===== src/rtl/alu_tx_pkg.sv =====
// Shared constants for the ALU result serial transmitter:
// state encoding, state width and the default bit period.
package alu_tx_pkg;

    localparam int NB_STATE             = 3;
    localparam int DEFAULT_CLKS_PER_BIT = 868;   // 100 MHz / 115200 baud

    typedef enum logic [NB_STATE-1:0] {
        ST_IDLE   = 3'd0,
        ST_START  = 3'd1,
        ST_DATA   = 3'd2,
        ST_PARITY = 3'd3,
        ST_STOP   = 3'd4
    } tx_state_e;

endpackage


===== src/rtl/uart_baud_gen.sv =====
// Bit-period counter for the serial transmitter.
// Counts 0..CLKS_PER_BIT-1 and wraps; o_tick is high for the single cycle
// in which the counter sits at its last value, so the owner advances on
// the edge that wraps the count. i_restart forces the count back to 0.
module uart_baud_gen #(
    parameter int CLKS_PER_BIT = 868
) (
    input  logic clock,
    input  logic i_reset,
    input  logic i_restart,
    output logic o_tick
);

    localparam int CNT_W = $clog2(CLKS_PER_BIT);

    logic [CNT_W-1:0] cnt_q;
    logic [CNT_W-1:0] cnt_d;

    assign o_tick = (cnt_q == CNT_W'(CLKS_PER_BIT - 1));

    // Next count: restart, wrap on the bit boundary, or increment.
    always_comb begin
        cnt_d = cnt_q + CNT_W'(1);
        if (i_restart || o_tick) begin
            cnt_d = '0;
        end
    end

    // Counter register.
    always_ff @(posedge clock or posedge i_reset) begin
        if (i_reset) begin
            cnt_q <= '0;
        end else begin
            cnt_q <= cnt_d;
        end
    end

endmodule


===== src/rtl/alu_result_tx.sv =====
// Serial (8N1-style) transmitter for ALU results.
// Captures i_data on an i_start pulse seen in IDLE and shifts it out LSB
// first as start / data / [parity] / stop bits on o_tx. All outputs are
// registered. o_state mirrors the FSM state for observation.
// Optional feature: define ALU_RESULT_TX_PARITY_EN to insert an even
// parity bit after the data bits.
//
// Handshake: i_start is a request sampled only while idle (o_busy low);
// the word is taken on that edge, o_busy rises on the next cycle and
// stays high until the frame ends; o_done pulses for the first idle cycle,
// in which a new request is already accepted. Requests while busy are
// dropped.
module alu_result_tx
    import alu_tx_pkg::*;
#(
    parameter int NB_DATA      = 8,
    parameter int CLKS_PER_BIT = DEFAULT_CLKS_PER_BIT,
    parameter int NB_STOP      = 1
) (
    input  logic                clock,
    input  logic                i_reset,
    input  logic                i_start,
    input  logic [NB_DATA-1:0]  i_data,
    output logic                o_tx,
    output logic                o_busy,
    output logic                o_done,
    output logic [NB_STATE-1:0] o_state
);

    localparam int MAX_BITS = (NB_DATA > NB_STOP) ? NB_DATA : NB_STOP;
    localparam int BIT_W    = $clog2(MAX_BITS + 1);

    tx_state_e          state_q, state_d;
    logic [NB_DATA-1:0] shift_q, shift_d;
    logic [BIT_W-1:0]   bit_q, bit_d;
    logic               tx_q, tx_d;
    logic               busy_q, busy_d;
    logic               done_q, done_d;
    logic               restart;
    logic               bit_tick;
`ifdef ALU_RESULT_TX_PARITY_EN
    logic               par_q, par_d;
`endif

    uart_baud_gen #(
        .CLKS_PER_BIT(CLKS_PER_BIT)
    ) u_baud (
        .clock    (clock),
        .i_reset  (i_reset),
        .i_restart(restart),
        .o_tick   (bit_tick)
    );

    // Next state, shift register, bit counter and the output values that
    // belong to the next state (so outputs come straight from flops).
    always_comb begin
        state_d = state_q;
        shift_d = shift_q;
        bit_d   = bit_q;
        done_d  = 1'b0;
        restart = 1'b0;
`ifdef ALU_RESULT_TX_PARITY_EN
        par_d   = par_q;
`endif
        case (state_q)
            ST_IDLE: begin
                // Hold the bit timer at 0 so the start bit gets a full period.
                restart = 1'b1;
                if (i_start) begin
                    state_d = ST_START;
                    shift_d = i_data;
                    bit_d   = '0;
`ifdef ALU_RESULT_TX_PARITY_EN
                    par_d   = ^i_data;
`endif
                end
            end
            ST_START: begin
                if (bit_tick) begin
                    state_d = ST_DATA;
                    bit_d   = '0;
                end
            end
            ST_DATA: begin
                if (bit_tick) begin
                    if (bit_q == BIT_W'(NB_DATA - 1)) begin
`ifdef ALU_RESULT_TX_PARITY_EN
                        state_d = ST_PARITY;
`else
                        state_d = ST_STOP;
`endif
                        bit_d   = '0;
                    end else begin
                        bit_d   = bit_q + BIT_W'(1);
                        shift_d = shift_q >> 1;
                    end
                end
            end
`ifdef ALU_RESULT_TX_PARITY_EN
            ST_PARITY: begin
                if (bit_tick) begin
                    state_d = ST_STOP;
                    bit_d   = '0;
                end
            end
`endif
            ST_STOP: begin
                if (bit_tick) begin
                    if (bit_q == BIT_W'(NB_STOP - 1)) begin
                        state_d = ST_IDLE;
                        done_d  = 1'b1;
                    end else begin
                        bit_d   = bit_q + BIT_W'(1);
                    end
                end
            end
            default: begin
                state_d = ST_IDLE;
            end
        endcase

        case (state_d)
            ST_START:  tx_d = 1'b0;
            ST_DATA:   tx_d = shift_d[0];
`ifdef ALU_RESULT_TX_PARITY_EN
            ST_PARITY: tx_d = par_q;
`endif
            default:   tx_d = 1'b1;
        endcase
        busy_d = (state_d != ST_IDLE);
    end

    // State and datapath registers; reset aborts any frame with the line high.
    always_ff @(posedge clock or posedge i_reset) begin
        if (i_reset) begin
            state_q <= ST_IDLE;
            shift_q <= '0;
            bit_q   <= '0;
            tx_q    <= 1'b1;
            busy_q  <= 1'b0;
            done_q  <= 1'b0;
`ifdef ALU_RESULT_TX_PARITY_EN
            par_q   <= 1'b0;
`endif
        end else begin
            state_q <= state_d;
            shift_q <= shift_d;
            bit_q   <= bit_d;
            tx_q    <= tx_d;
            busy_q  <= busy_d;
            done_q  <= done_d;
`ifdef ALU_RESULT_TX_PARITY_EN
            par_q   <= par_d;
`endif
        end
    end

    assign o_tx    = tx_q;
    assign o_busy  = busy_q;
    assign o_done  = done_q;
    assign o_state = state_q;

endmodule


===== config.mk =====
export PLATFORM = sky130hd
export DESIGN_NAME = alu_result_tx
export DESIGN_NICKNAME = d
export VERILOG_FILES = /design/src/rtl/alu_tx_pkg.sv /design/src/rtl/uart_baud_gen.sv /design/src/rtl/alu_result_tx.sv
export SDC_FILE = /design/constraint.sdc
export NUM_CORES = 1
export LEC_CHECK = 0
export CORE_ASPECT_RATIO = 1.4
export CORE_UTILIZATION = 40
export DETAILED_ROUTE_END_ITERATION = 12
export PLACE_DENSITY_LB_ADDON = 0.25
export SLEW_MARGIN = 20
export SYNTH_ARGS = -nofsm -noshare
export SYNTH_HDL_FRONTEND = slang
export SYNTH_HIERARCHICAL = 1
export SYNTH_SLANG_ARGS = --single-unit

===== constraint.sdc =====
create_clock -name clock -period 6 [get_ports clock]
set_clock_uncertainty 0.15 [all_clocks]
set_input_delay 1.2 -clock clock [delete_from_list [all_inputs] [get_ports clock]]
set_output_delay 1.2 -clock clock [all_outputs]
set_load 0.01 [all_outputs]

# Word level (Yosys, flattened, before mapping)
# Index checks and enable logic that the tools add are counted.
# word_totals
inputBits,11
regBits,28
out_inout_bits,6
word_cells,55
# classes
eq_ne,13
mux,24
n_addsub,2
reduce_logical,8
# op_table
operator,count
4-bit 2-to-1 mux,6
8-bit 2-to-1 mux,3
3-bit 2-to-1 mux,6
4-bit one-hot mux with 4 select lines,1
8-bit one-hot mux with 2 select lines,1
3-bit one-hot mux with 4 select lines,1
"10-bit by 1-bit adder with 10-bit output, second input constant",1
"10-bit == test, second input constant",1
10-bit 2-to-1 mux,1
"3-bit by 1-bit == test with 1-bit output, second input constant",2
"3-bit by 2-bit == test with 1-bit output, second input constant",2
"2-bit by 1-bit != test with 1-bit output, second input constant",3
"2-bit != test, second input constant",3
6-bit AND reduction,1
"4-bit by 1-bit adder with 4-bit output, second input constant",1
"4-bit by 3-bit == test with 1-bit output, second input constant",1
4-bit logical NOT,1
1-bit 2-to-1 mux,4
4-bit AND reduction,1
4-bit nonzero test,1
"3-bit == test, second input constant",1
3-bit logical NOT,1
3-bit nonzero test,1
1-bit one-hot mux with 2 select lines,1
2 further kinds,2

# Depth between registers and ports, before layout
# depth
word_depth,6
ltp_mapped,7
depth_no_buf,7

# By module
# Netlist, hierarchy kept.
# modules_own_cells
mod,seq_area_each_um2,n_inst,area_per_inst_um2,cells_each
alu_result_tx,451.7,1,970.9,90
uart_baud_gen,250.2,1,569.3,57

# Worst setup path after synthesis
# OpenSTA, ideal clock, no wires.
# synth_path
kind,reg-to-reg
start,reg u_baud.cnt_q[0]
end,reg bit_q[0]
setup_time_ps,125
path_stages_with_launch,8
slack_ps,3310
t_required_ps,5725
arrival_ps,2415
n_path_buf,0
period_less_slack_ps,2690
path_cell_list,dfrtp_1 > ha_1 > nand4bb_4 > nor4_1 > nand4bb_2 > o211ai_2 > or2_4 > mux2_4
# synth_between
elab_chain_cells,3
elab_cells_between_ends,5
cone_classes,eq/ne (4); reduce/logical (1)
# synth_rtl
item,line_no,rtl
start: declaration,uart_baud_gen.sv:16,logic [CNT_W-1:0] cnt_q;
start signal: assignment,uart_baud_gen.sv:34,cnt_q <= cnt_d;
10-bit == test *,uart_baud_gen.sv:19,assign o_tick = (cnt_q == CNT_W'(CLKS_PER_BIT - 1));
net bit_tick,alu_result_tx.sv:40,logic bit_tick;
2-bit by 1-bit != test with 1-bit output (no line),--,
6-bit AND reduction (no line) *,--,
end signal: assignment,alu_result_tx.sv:148,bit_q <= bit_d;
end: declaration,alu_result_tx.sv:35,"logic [BIT_W-1:0] bit_q, bit_d;"
# Mark *: on every way through the listed nets, which the timed path passes. The rest lies on a longest branch.
# A chain may end at the register's enable or synchronous reset.

# Worst setup path after layout
# layout_path
start,reg state_q[0] (netlist: o_state[0])
end,out o_state[0]
# layout_rtl
item,line_no,rtl
start: declaration,alu_result_tx.sv:33,"tx_state_e state_q, state_d;"
start signal: assignment,alu_result_tx.sv:146,state_q <= state_d;
end: declaration,alu_result_tx.sv:27,output logic [NB_STATE-1:0] o_state
# No word-level cell between the ends.

==> summary.txt <==
Layout
  – Diode count: 0
  – Most frequent cells in the layout: 27 x dfrtp_1, 18 x nand2_1, 16 x clkdlybuf4s50_1, 9 x inv_1
  – Share of cells above drive strength 1: 12.35%
  – Most common cell after layout, fill and taps aside: dfrtp_1
  – Non-Filler Instances: 204
  – Layout fillers: 351
  – Synth-to-layout area growth: 15.68%
  – Multi-input logic area: roughly 760 sq um
  – Reg area: 701.9 sq um
  – Post-layout nets: 177
  – Finished Cell Area: 1782 sq um

Global routing
  – Largest net degree at the start of global routing: 19
  – First-pass GRT wire length: just under 5 mm
  – GRT Total Usage: between 10% and 20%
  – Remaining Overflow, GRT: 0
  – Vias in the first global route: 1136
  – Initial antenna violation count: 0

Floorplanning
  – Starting Density: 41.90%
  – Die width: 54.45 um
  – Row cnt: 26
  – Boundary Pins: 17
  – Die Footprint: 4106 sq um
  – Die height: approximately 75 um
  – Core Box Area: 3676 sq um

Drt
  – Vias: between 1k and 1.5k
  – 1st-pass router iterations: 4
  – Post-DRT Antenna Nets: 0
  – Via density per instance: 5.593
  – Remaining DRCs: 0
  – DRT Wirelength: approximately 3.0 mm
  – Avg WL per Cell: approximately 15 um
  – Number of DRC markers in iteration 0: 28

Yosys
  – Synthesized area: 1540 sq um
  – Synth top area cells: dfrtp_1 44%, nand2_1 4.4%, a22oi_1 2.9%, nand3_1 2.6%, ha_1 2.4%
  – Ys async rst share: 100.0%
  – Post-synth top area share: 43.87%
  – Yosys top cell by area: dfrtp_1
  – Mapped Avg Cell Area: 10.48 sq um
  – Sequential area share after synthesis: 45.57%
  – Synthesized flop and latch total: 28
  – Post-synth top flop: dfrtp_1
  – Ys Warns: 6
  – Distinct cells, synth: 48
  – Cell count after synthesis: 147
  – Net Count, Synth: 161
  – EDFF count, synth: 0

Clocking
  – CTS tree: built
  – Post-CTS Setup Inserts: 0
  – CTS Buf Count: 3
  – CTS Hold Bufs: 0
  – CTS Sinks: 28
  – Worst-skew pair later-pin latency: 270 ps
  – Clock buffer depth: 2
  – Clk pin slew, worst setup/hold paths: approximately 90 ps
  – CTS H-tree lvls: 1
  – Post_cts resized: 0
  – Root buffer cell: clkbuf_8

Critical path
  – CP Launch Type: register
  – Slowest cell on the critical path: clkdlybuf4s50_1
  – CP bufs+invs: 1
  – Slowest stage delay, CP: 610 ps
  – Worst-path maximum fanout: 12
  – CP top delay family: buffers and inverters
  – Crit path DAT: 1460 ps
  – CP Class: register to primary output
  – Critical Path Sink Type: primary output
  – R2R Setup Slk: 3290 ps
  – Req. time, crit path: 4650 ps
  – Crit-path cells: clkdlybuf4s50_1

STA
  – Unrepaired setup endpoints after global routing: no
  – Final setup fails: 0
  – Fmax: 0.3559 GHz
  – Fin crit period: 2810 ps
  – Worst rel slew slack: 50.30%
  – Setup tns final: 0 ps
  – Max-slew violations: 0
  – Worst-Margin Slew: between 700 and 800 ps
  – Final hold vios: 0
  – Final period utilization: 46.83%

Placed design
  – Routability cong.: 0.8235
  – Detail Placement HPWL: 2.273 mm
  – Placed cell count: 200
  – Placed inst area: 1704 sq um
  – # port buffers: 16

Pwr
  – Worst IR Drop VDD: 183.3 uV
  – Leakage: between 0.7 and 0.8 nW
  – Pwr/cell area: 271.3 nW/um^2

Worst hold path
  – Worst hold path type: register to register

Flow run
  – Max cap viols: 0

Outcome
  – Status: complete, no violations
==> per-layer routing <==
layer	part of all wire, %	routed length, um	up-vias	track usage [%]
li1	-	-	565	-
met1	43	1278	563	19.59
met2	54	1606	11	29.27
met3	2.0	59	2	2.395
met4	0.91	27	0	7.123
met5	0	0	-	0
==> final timing paths <==
check	cells after the start	end	from
max	1	o_state[0]	o_state[0]$_DFF_PP0_
max in group asynchronous	2	o_state[1]$_DFF_PP0_	i_reset
max reg2reg	7	bit_q[0]$_DFFE_PP0P_	u_baud/cnt_q[0]$_DFF_PP0_
min in group asynchronous	2	u_baud/cnt_q[4]$_DFF_PP0_	i_reset
min	2	shift_q[6]$_DFFE_PP0P_	shift_q[6]$_DFFE_PP0P_
min reg2reg	2	shift_q[6]$_DFFE_PP0P_	shift_q[6]$_DFFE_PP0P_
==> power by group <==
part	switching (mW)	leakage [nW]	internal (mW)	total, mW
clock network	0.0563	0.0357	0.0892	0.146
logic	0.0363	0.351	0.0389	0.0752
registers	0.0467	0.354	0.216	0.263
total	0.139	0.741	0.344	0.483
==> Yosys cell counts, drive strengths merged (2+ instances only) <==
cell type,number
nand2b,4
nor3,4
a21oi,5
or3,6
and2,2
nand3,8
nor3b,2
nand4,2
a22o,3
a22oi,6
o32a,2
ha,3
buf,5
nand4bb,5
nand2,18
o21ai,5
mux2,2
xor2,2
inv,9
nor2,9
dfrtp,27
==> metrics by stage <==
stage / utilization, % / worst slack (ps) / total power, mW / hold slack, ps
6_report: 48.47 / 3190 / 0.4834 / 328.8
5_1_grt: 48.47 / 3140 / 0.5096 / 347.8
4_1_cts: 48.30 / 2933 / 0.4883 / 334.8
3_5_place_dp: 46.36 / 2946 / 0.3410 / 311.6
3_3_place_gp: 46.36 / 3137 / 0.3357 / 299.9
2_1_floorplan: - / 3310 / 0.3243 / 288.6
==> cell families (layout without fill, tap and decap cells) <==
| group | after synthesis | in the layout | share of synthesized area (%) |
|---|---|---|---|
| AO/OA/AOI/OAI | 31 | 31 | 16.25 |
| XOR/XNOR | 3 | 3 | 1.706 |
| adder cells (fa/ha/maj) | 3 | 3 | 2.437 |
| buffers and inverters | 14 | 29 | 5.361 |
| flip-flops | 28 | 28 | 45.57 |
| multiplexers | 3 | 3 | 2.600 |
| AND/OR/NAND/NOR | 65 | 65 | 26.08 |
==> registers in the layout, indices dropped and copies added, names as in the netlist <==
register      cells
u_baud/cnt_q     10
shift_q           8
bit_q             4
o_state           3
o_busy            1
o_done            1
o_tx              1
==> layout make-up <==
class | instances | share of cell area, %
clock inverter | 1 | 1.685
clock buffer | 3 | 2.317
multi-input combinational | 105 | 42.77
inverter | 9 | 1.896
tap | 42 | 2.949
timing repair buffer | 16 | 8.989
sequential | 28 | 39.40
Power figures use the tool's default switching activity.
